`src/rtl/bypass_scoreboard_pkg.sv`:
```
`default_nettype none
// ============================================================================
// Module      : bypass_scoreboard_pkg
// Description : Shared pipeline definitions for the bypass scoreboard.
//               Provides the datapath width, the register-address width and
//               the per-stage bypass record (valid, regwrite, ready, wa,
//               result), plus a helper for matching a stage to a source.
// Revision    : 1.0 - initial release
// ============================================================================
package bypass_scoreboard_pkg;

  localparam int PIPE_XLEN = 64;
  localparam int RA_W      = 5;
  localparam int NREGS     = 32;

  typedef logic [RA_W-1:0] reg_addr_t;

  typedef struct packed {
    logic                 valid;
    logic                 regwrite;
    logic                 ready;
    reg_addr_t            wa;
    logic [PIPE_XLEN-1:0] result;
  } byp_stage_t;

  // A stage can forward to a source only when it is live and writes that reg.
  function automatic logic stage_hits(input byp_stage_t s, input reg_addr_t ra);
    return s.valid & s.regwrite & (s.wa == ra);
  endfunction

endpackage
`default_nettype wire

```
`src/rtl/sb_counter_bank.sv`:
```
`default_nettype none
// ============================================================================
// Module      : sb_counter_bank
// Description : One saturating-at-zero pending counter per architectural
//               register. Each cycle a register may see one increment and up
//               to two decrements (retire and kill); they net together.
//               Register x0 has no counter and always reads as zero.
// Ports       : clk, rst            - clock, synchronous active-high reset
//               i_inc_valid/i_inc_rd   - accepted long-op issue
//               i_dec0_valid/i_dec0_rd - long-op retire
//               i_dec1_valid/i_dec1_rd - long-op kill
//               o_cnt     - all counters, register r at [r*CW +: CW]
//               o_pending - bit r set when counter r is nonzero
// Revision    : 1.0 - initial release
// ============================================================================
module sb_counter_bank
  import bypass_scoreboard_pkg::*;
#(
  parameter int CW = 2
) (
  input  logic                clk,
  input  logic                rst,
  input  logic                i_inc_valid,
  input  reg_addr_t           i_inc_rd,
  input  logic                i_dec0_valid,
  input  reg_addr_t           i_dec0_rd,
  input  logic                i_dec1_valid,
  input  reg_addr_t           i_dec1_rd,
  output logic [NREGS*CW-1:0] o_cnt,
  output logic [NREGS-1:0]    o_pending
);

  for (genvar r = 0; r < NREGS; r++) begin : g_reg
    if (r == 0) begin : g_zero
      assign o_cnt[0 +: CW] = '0;
      assign o_pending[0]   = 1'b0;
    end else begin : g_live
      logic [CW-1:0] r_cnt;
      logic          w_inc;
      logic          w_dec0;
      logic          w_dec1;
      logic [1:0]    w_dec;
      logic [CW:0]   w_sum;
      logic [CW-1:0] w_next;

      assign w_inc  = i_inc_valid  & (i_inc_rd  == RA_W'(r));
      assign w_dec0 = i_dec0_valid & (i_dec0_rd == RA_W'(r));
      assign w_dec1 = i_dec1_valid & (i_dec1_rd == RA_W'(r));
      assign w_dec  = {1'b0, w_dec0} + {1'b0, w_dec1};
      // One extra bit so cnt+inc never overflows before the decrement.
      assign w_sum  = {1'b0, r_cnt} + (CW+1)'(w_inc);
      // Floor at zero: a stray retire/kill never wraps the counter.
      assign w_next = (w_sum >= (CW+1)'(w_dec)) ? CW'(w_sum - (CW+1)'(w_dec)) : '0;

      always_ff @(posedge clk) begin
        if (rst) begin
          r_cnt <= '0;
        end else begin
          r_cnt <= w_next;
        end
      end

      assign o_cnt[r*CW +: CW] = r_cnt;
      assign o_pending[r]      = |r_cnt;
    end
  end

endmodule
`default_nettype wire

```
`src/rtl/bypass_scoreboard.sv`:
```
`default_nettype none
// ============================================================================
// Module      : bypass_scoreboard
// Description : Operand bypass network plus long-latency scoreboard.
//               Each read port takes the youngest matching bypass stage, or
//               the register file when nothing matches. Decode stalls when
//               the youngest match is not ready, when an unmatched source
//               has long ops pending, or when a long issue would overflow its
//               destination counter.
// Ports       : clk, reset          - clock, synchronous active-high reset
//               issue_*             - op leaving decode
//               retire_*, kill_*    - long-op writeback / squash
//               rs, rf_data         - source addresses and RF read data
//               stg_*               - bypass stages, index 0 youngest
//               src_data            - resolved operands
//               stall               - hold decode, suppress issue
//               pending             - per-register nonzero-counter flags
//               stall_cycles        - free-running stalled-cycle count
// Revision    : 1.0 - initial release
// ============================================================================
module bypass_scoreboard
  import bypass_scoreboard_pkg::*;
#(
  parameter int NSTAGES = 3,
  parameter int NREAD   = 2,
  parameter int XLEN    = PIPE_XLEN,
  parameter int CW      = 2
) (
  input  logic                    clk,
  input  logic                    reset,
  input  logic                    issue_valid,
  input  logic                    issue_long,
  input  logic                    issue_regwrite,
  input  logic [RA_W-1:0]         issue_rd,
  input  logic                    retire_valid,
  input  logic [RA_W-1:0]         retire_rd,
  input  logic                    kill_valid,
  input  logic [RA_W-1:0]         kill_rd,
  input  logic [NREAD*RA_W-1:0]   rs,
  input  logic [NREAD*XLEN-1:0]   rf_data,
  input  logic [NSTAGES-1:0]      stg_valid,
  input  logic [NSTAGES-1:0]      stg_regwrite,
  input  logic [NSTAGES-1:0]      stg_ready,
  input  logic [NSTAGES*RA_W-1:0] stg_wa,
  input  logic [NSTAGES*XLEN-1:0] stg_result,
  output logic [NREAD*XLEN-1:0]   src_data,
  output logic                    stall,
  output logic [NREGS-1:0]        pending,
  output logic [31:0]             stall_cycles
);

  localparam logic [CW-1:0] c_CNT_MAX = '1;

  // The stage record carries a package-width result field.
  if (XLEN != PIPE_XLEN) begin : g_xlen_mismatch
    $error("bypass_scoreboard: XLEN must equal the pipeline package width");
  end

  byp_stage_t              w_stg [NSTAGES];
  logic [NREGS*CW-1:0]     w_cnt;
  logic [NREGS-1:0]        w_pending;
  logic [CW-1:0]           w_issue_cnt;
  logic                    w_issue_long;
  logic                    w_issue_stall;
  logic                    w_rs_stall;
  logic                    w_inc_valid;
  logic [NREAD*XLEN-1:0]   w_src_data;
  logic [31:0]             r_stall_cycles;

  for (genvar i = 0; i < NSTAGES; i++) begin : g_stg
    assign w_stg[i].valid    = stg_valid[i];
    assign w_stg[i].regwrite = stg_regwrite[i];
    assign w_stg[i].ready    = stg_ready[i];
    assign w_stg[i].wa       = stg_wa[i*RA_W +: RA_W];
    assign w_stg[i].result   = stg_result[i*XLEN +: XLEN];
  end

  // Operand resolution. Stages are scanned oldest to youngest so the
  // youngest match is the last one written and wins.
  always_comb begin
    reg_addr_t         w_ra;
    logic              w_hit;
    logic              w_hit_rdy;
    logic [XLEN-1:0]   w_hit_data;
    w_src_data = '0;
    w_rs_stall = 1'b0;
    for (int p = 0; p < NREAD; p++) begin
      w_ra       = rs[p*RA_W +: RA_W];
      w_hit      = 1'b0;
      w_hit_rdy  = 1'b0;
      w_hit_data = '0;
      for (int i = NSTAGES-1; i >= 0; i--) begin
        if (stage_hits(w_stg[i], w_ra)) begin
          w_hit      = 1'b1;
          w_hit_rdy  = w_stg[i].ready;
          w_hit_data = w_stg[i].result;
        end
      end
      if (w_ra != '0) begin
        if (w_hit) begin
          w_src_data[p*XLEN +: XLEN] = w_hit_data;
          if (!w_hit_rdy) w_rs_stall = 1'b1;
        end else begin
          w_src_data[p*XLEN +: XLEN] = rf_data[p*XLEN +: XLEN];
          // A pending long op only matters when no stage forwards the value.
          if (w_pending[w_ra]) w_rs_stall = 1'b1;
        end
      end
    end
  end

  assign w_issue_long  = issue_valid & issue_long & issue_regwrite;
  assign w_issue_cnt   = w_cnt[issue_rd*CW +: CW];
  assign w_issue_stall = w_issue_long & (w_issue_cnt == c_CNT_MAX);
  assign stall         = w_rs_stall | w_issue_stall;
  assign w_inc_valid   = w_issue_long & (issue_rd != '0) & ~stall;

  sb_counter_bank #(
    .CW (CW)
  ) u_cnt_bank (
    .clk          (clk),
    .rst          (reset),
    .i_inc_valid  (w_inc_valid),
    .i_inc_rd     (issue_rd),
    .i_dec0_valid (retire_valid),
    .i_dec0_rd    (retire_rd),
    .i_dec1_valid (kill_valid),
    .i_dec1_rd    (kill_rd),
    .o_cnt        (w_cnt),
    .o_pending    (w_pending)
  );

  always_ff @(posedge clk) begin
    if (reset) begin
      r_stall_cycles <= '0;
    end else if (stall) begin
      r_stall_cycles <= r_stall_cycles + 32'd1;
    end
  end

  assign src_data     = w_src_data;
  assign pending      = w_pending;
  assign stall_cycles = r_stall_cycles;

endmodule
`default_nettype wire

```
`config.mk`:
```
export PLATFORM = sky130hd
export DESIGN_NAME = bypass_scoreboard
export DESIGN_NICKNAME = d
export VERILOG_FILES = /design/src/rtl/bypass_scoreboard_pkg.sv /design/src/rtl/sb_counter_bank.sv /design/src/rtl/bypass_scoreboard.sv
export SDC_FILE = /design/constraint.sdc
export NUM_CORES = 1
export LEC_CHECK = 0
export ABC_AREA = 1
export CAP_MARGIN = 20
export CORE_MARGIN = 8
export CORE_UTILIZATION = 30
export DETAILED_ROUTE_END_ITERATION = 10
export DONT_BUFFER_PORTS = 1
export HOLD_SLACK_MARGIN = 0.02
export SETUP_SLACK_MARGIN = 0.4
export SKIP_LAST_GASP = 1
export SYNTH_ARGS = -nofsm -noshare
export SYNTH_HDL_FRONTEND = slang
export SYNTH_SLANG_ARGS = --single-unit
```
`constraint.sdc`:
```
create_clock -name clk -period 3.9 [get_ports clk]
set_clock_uncertainty 0.15 [all_clocks]
set_input_delay 0.39 -clock clk [delete_from_list [all_inputs] [get_ports clk]]
set_output_delay 0.39 -clock clk [all_outputs]
set_load 0.03 [all_outputs]
```
# Word level (Yosys, flattened, before mapping)
# Index checks and enable logic that the tools add are counted.
[op_classes]
eq_ne = 100
n_reduce_logical = 65
n_mux = 34
n_shift = 1
add_sub_neg = 94
bitwise = 140
magnitude_cmp = 33
[ops]
columns = ["operator", "n"]
rows = [
  ["$mux 64", 10],
  ["$eq 5x5->1 const B", 48],
  ["$reduce_or 2->1", 62],
  ["$eq 5x4->1 const B", 24],
  ["$and 1x1->1", 107],
  ["$add 2x1->3", 31],
  ["$ge 3x2->1", 31],
  ["$shiftx 64x7->2", 1],
  ["$add 1x1->2", 31],
  ["$sub 2x2->2", 31],
  ["$eq 5x3->1 const B", 12],
  ["$add 32x1->32 const B", 1],
  ["$not 1->1", 32],
  ["$eq 5x2->1 const B", 6],
  ["$eq 5x5->1", 6],
  ["$mux 1", 22],
  ["$eq 5x1->1 const B", 3],
  ["$reduce_bool 5->1", 3],
  ["$lt 5x6->1 const B", 2],
  ["$bmux 1 s5", 2],
  ["$eq 2x2->1 const B", 1],
  ["$or 1x1->1", 1],
]
[word_totals]
ff_bits = 94
word_cells = 499
inputBits = 376
output_inout_bits = 193

# Longest topological paths before layout
[depth]
ltp_word = 19
mapped_depth = 25
mapped_depth_nobuf = 23

# Modules after synthesis
# From an unflattened synthesis, not the netlist that was laid out.
[unflattened]
cells_unflattened = 2415
area_unflattened_um2 = 13858.3
[by_module_without_submodules]
columns = ["mod", "area_per_inst_um2", "seq_area_each_um2", "instances", "cells_per_inst"]
rows = [
  ["bypass_scoreboard", 7872.6, 640.6, 1, 1587],
  ["sb_counter_bank", 5985.7, 1241.2, 1, 828],
]

# Worst setup path before layout
# Ideal clock, no wire load.
[synth_timing]
path_type = "input port to output port"
startpoint = "in rs[7]"
endpoint = "out src_data[115]"
required_ns = 3.360
slack_ns = 0.298
arrival_ns = 3.062
cell_stages = 12
path_buffers = 2
cell_sequence = "buf_2 -> inv_2 -> nand2_1 -> nand2_1 -> nor2_1 -> nand3_2 -> nand2_2 -> nor2_1 -> inv_2 -> clkbuf_1 -> nor2_1 -> a2111oi_0"
[synth_via]
elab_chain_cells = 7
elab_cells_between_ends = 15
cone_classes = "eq/ne (3); mux (8); bitwise (3); reduce/logical (1)"
[synth_lines]
columns = ["element", "line_no", "rtl"]
rows = [
  ["start, declared", "bypass_scoreboard.sv:39", "input logic [NREAD*RA_W-1:0] rs,"],
  ["$eq 5x5->1", "bypass_scoreboard_pkg.sv:28", "return s.valid & s.regwrite & (s.wa == ra);"],
  ["$and 1x1->1", "bypass_scoreboard_pkg.sv:28", ""],
  ["$mux 64 / $mux 1 (equally long branches) (3 in a row)", "bypass_scoreboard.sv:93", "if (stage_hits(w_stg[i], w_ra)) begin"],
  ["$mux 64", "bypass_scoreboard.sv:100", "if (w_hit) begin"],
  ["$mux 64 (*)", "bypass_scoreboard.sv:99", "if (w_ra != '0) begin"],
  ["end, declared", "bypass_scoreboard.sv:46", "output logic [NREAD*XLEN-1:0] src_data,"],
]
# Mark *: on every way between the ends. The rest lies on a longest branch, timed or not.

# Worst setup path in the final report
[layout_timing]
startpoint = "reg u_cnt_bank.g_reg[3].g_live.r_cnt[0]"
endpoint = "reg u_cnt_bank.g_reg[15].g_live.r_cnt[0]"
[layout_via]
elab_chain_cells = 17
elab_cells_between_ends = 24
cone_classes = "add/sub (2); order compare (1); eq/ne (1); shift (1); mux (11); bitwise (6); reduce/logical (2)"
[layout_lines]
columns = ["element", "line_no", "rtl"]
rows = [
  ["start, declared", "sb_counter_bank.sv:38", "logic [CW-1:0] r_cnt;"],
  ["start signal, assigned", "sb_counter_bank.sv:59", "r_cnt <= w_next;"],
  ["$reduce_or 2->1", "sb_counter_bank.sv:64", "assign o_pending[r] = |r_cnt;"],
  ["$bmux 1 s5", "bypass_scoreboard.sv:106", "if (w_pending[w_ra]) w_rs_stall = 1'b1;"],
  ["$mux 1 (not written as such)", "bypass_scoreboard.sv:106", ""],
  ["$mux 1", "bypass_scoreboard.sv:106", ""],
  ["$mux 1", "bypass_scoreboard.sv:100", ""],
  ["$mux 1", "bypass_scoreboard.sv:99", ""],
  ["$mux 1 (on tied branches)", "bypass_scoreboard.sv:106, bypass_scoreboard.sv:102", ""],
  ["$mux 1", "bypass_scoreboard.sv:100", ""],
  ["$mux 1", "bypass_scoreboard.sv:99", ""],
  ["$or 1x1->1 (*)", "bypass_scoreboard.sv:115", "assign stall = w_rs_stall | w_issue_stall;"],
  ["$not 1->1 (*)", "bypass_scoreboard.sv:116", "assign w_inc_valid = w_issue_long & (issue_rd != '0) & ~stall;"],
  ["$and 1x1->1 (*)", "bypass_scoreboard.sv:116", ""],
  ["$and 1x1->1 (*)", "sb_counter_bank.sv:46", "assign w_inc = i_inc_valid & (i_inc_rd == RA_W'(r));"],
  ["$add 2x1->3 (*)", "sb_counter_bank.sv:51", "assign w_sum = {1'b0, r_cnt} + (CW+1)'(w_inc);"],
  ["$ge 3x2->1", "sb_counter_bank.sv:53", "assign w_next = (w_sum >= (CW+1)'(w_dec)) ? CW'(w_sum - (CW+1)'(w_dec)) : '0;"],
  ["$not 1->1 (no line)", "-", ""],
  ["$reduce_or 2->1 (no line)", "-", ""],
  ["end signal, assigned", "sb_counter_bank.sv:59", ""],
  ["end, declared", "sb_counter_bank.sv:38", ""],
]
# Mark *: on every way between the ends. The rest lies on a longest branch, timed or not. The select of a mux whose other input is x is not followed.
# A chain may end at the register's enable or synchronous reset.

==> summary.md <==
| Metric | Value |
|---|---|
| Outcome | finished clean |
| R2r setup slk | 0.52 ns |
| Routed Antenna Nets | 0 |
| GPL Wtd Cong | ~1.0 |
| Gr ovfl total | 0 |
| Syn. warnings | 0 |
| CP Launch Type | flop |
| Final setup fails | 0 |
| Critical path class | reg2reg |
| Final worst setup slack | ~0.52 ns |
| Fmax | 296.2 MHz |
| Critical Path Source | u_cnt_bank.g_reg[3].g_live.r_cnt[0] |
| Reg2Reg Depth | 20 |
| Synth Area per Inst | around 6.0 um^2 |
| Pwr/cell area | about 200 mW/mm^2 |
| Peak fanout along the critical path | 7 |
| Setup TNS | 0 ns |
| Slew Viols, Final | 0 |
| Tightest Hold Check Type | in2reg |
| Syn Nets | 2807 |
| Residual DRC | 0 |
| Netlist cell types | 37 |
| Share of layout cells above drive strength 1 | roughly 18% |
| Wire length per cell | 28.83 um |
| RR Endpoint | u_cnt_bank.g_reg[15].g_live.r_cnt[0] |
| Core area | 0.04519 mm^2 |
| Final Hold Vio Count | 0 |
| CTS tree | built |
| Worst skew pair latency | between 0.3 and 0.4 ns |
| Period minus WS final | roughly 3.4 ns |
| CTS H-tree lvls | 3 |
| Drt pass-1 iters | 5 |
| Largest net degree at the start of global routing | approximately 130 |
| Die width | 229.5 um |
| Clk sink count | 94 |
| Synth top area share | between 10 and 15% |
| Area contributors post-synth | dfxtp_1, nand2_1, ha_1 |
| Crit share post-route | between 80% and 90% |
| Clk slew on worst S/H paths | approximately 0.080 ns |
| Critical Path Sink | u_cnt_bank.g_reg[15].g_live.r_cnt[0] |
| Yosys reg bits | 94 |
| Pre-CTS setup slack | between 0.1 and 0.15 ns |
| Nets | 2905 |
| Commonest cells post-synth | nand2_1, nor2_1, inv_1 |
| Max Cap Viol | 0 |
| Launch point of the worst reg-to-reg path | u_cnt_bank.g_reg[3].g_live.r_cnt[0] |
| Initial Utilization | a little under a third |
| Clk Tree Root Cell | clkbuf_16 |
| Slew HR | 34.71% |
| Ports | ~570 |
| Worst setup EP type | flop |
| Die Area | around 0.053 mm^2 |
| P&R area growth vs syn | 22.64% |
| Row count | 78 |
| Biggest area consumer among synthesized cells | dfxtp_1 |
| Longest Clk Path Bufs | 2 |
| Unrepaired setup endpoints after global routing | true |
| Post-synthesis cell count | approximately 2300 |
| Via Count | roughly 17000 |
| EDFF count, synth | 0 |
| Leakage | roughly 7 nW |
| Post-DP HPWL | approximately 71000 um |
| Vias in the first global route | around 17000 |
| Final hold slack | between 0.3 and 0.4 ns |
| CTS Buf Count | 9 |
| Top_reg_cell synth | dfxtp_1 |
| Seq/Total Area, Yosys | between 10% and 20% |
| Final wirelength | a little under 90000 um |
| Gr usage total | about 31% |
| DRT iter0 DRCs | 1665 |
| Worst EP required | between 4 and 5 ns |
| Cell area after synthesis | about 0.014 mm^2 |
| Die Y | between 200 and 250 um |
| Worst ir drop on vdd | 0.1879 mV |
| First-pass GRT wire length | 120600 um |
| Total Power | around 0.0033 W |
| Most frequent cell after synthesis | nand2_1 |
| Initial antenna violation count | 32 |
| Worst Tran Pin Value | between 0.9 and 1 ns |
| IO buf count | 0 |
| Asr flop ratio synth | 0% |
| Via density | a little under 6 |
| Hold_sp | retire_rd[3] |
| Worst Path Arrival | 3.54 ns |
## sequential cells by signal, summed over array words and instances (netlist names)
name and count:
u_cnt_bank.g.g_live.r_cnt 62, stall_cycles 32
## logic make-up after synthesis
kind of cell	Yosys count	share of synthesized area, %
compound gates	496	22.53
other cells	1	0.02741
fa+ha+maj	156	15.97
simple gates	1084	32.55
xor+xnor	65	4.162
buf+inv	379	11.00
flops	94	13.76
## where the power goes
part,internal (W),switching (W),leakage (nW),total [W]
clock,0.000441,0.000471,0.126,0.000912
combinational,0.000436,0.000895,6.28,0.00133
sequential,0.000981,0.0000413,0.766,0.00102
total,0.00186,0.00141,7.17,0.00326
## routing by layer
| metal | GRT usage (%) | part of all wire (%) | vias up |
|---|---|---|---|
| met2 | 49.15 | 45 | 1025 |
| met1 | 33.46 | 35 | 8386 |
| li1 | - | - | 7833 |
| met4 | 16.62 | 5.5 | 12 |
| met3 | 15.38 | 14 | 243 |
| met5 | 0 | 0.094 | - |
## what timing repair did
action,4_1_cts,5_1_grt
buffers inserted,1,23
pin swaps,1,64
endpoints found under the hold margin,31,0
cloned,1,0
gates resized for setup,11,127
setup endpoints to repair,31,63
hold buffers,1,0
## how the worst min path moves through the flow
stage,endpoint,depth (start not counted)
6_report,u_cnt_bank.g_reg[28].g_live.r_cnt[0],5
5_1_grt,u_cnt_bank.g_reg[12].g_live.r_cnt[0],4
4_1_cts,stall_cycles[0],4
3_5_place_dp,stall_cycles[18],1
3_3_place_gp,stall_cycles[11],1
2_1_floorplan,stall_cycles[31],1
## stage by stage
step,area (um^2),utilization [%],instances
finish,16780,37.13,3022
global route,16740,37.04,3006
CTS,16090,35.61,2954
detailed placement,15740,34.83,2935
global placement,15740,34.83,2935
floorplan,13740,-,2275
## final cells by class
class	count	area, um^2
diodes	44	110.1
well taps	600	750.7
clock buffers	9	225.2
repair buffers	221	1749
clock inverters	7	58.81
fillers	4918	28410
inverters	244	918.4
multi-input cells	1803	11060
flip-flops and latches	94	1901
## worst max-delay path, cell delays in order, from the launching register on
cell	delay, ns
dfxtp_1	0.37
nor2_2	0.20
inv_1	0.14
nand2_1	0.08
nand3_1	0.06
nand3_1	0.06
nand3_1	0.09
nand3_1	0.09
nand3_1	0.09
nand2_2	0.10
nand3_4	0.08
nor2_4	0.21
buf_12	0.15
nand2_8	0.11
nor2_4	0.18
ha_4	0.14
inv_1	0.04
fa_1	0.48
o31ai_1	0.24
nand2_1	0.11
nor2_1	0.13
## placed cells by master, fill, tap and decap left out, types with 40 or more instances in the layout
master and n:
a2111oi_2 49, a21oi_1 107, a22oi_1 54, buf_4 210, dfxtp_1 83, diode_2 44
ha_1 110, inv_1 216, nand2_1 488, nand3_1 67, nor2_1 335, nor3_1 79
o21ai_0 158, o21bai_1 54, xnor2_1 40
No activity file was read; power rests on OpenSTA's default activity.
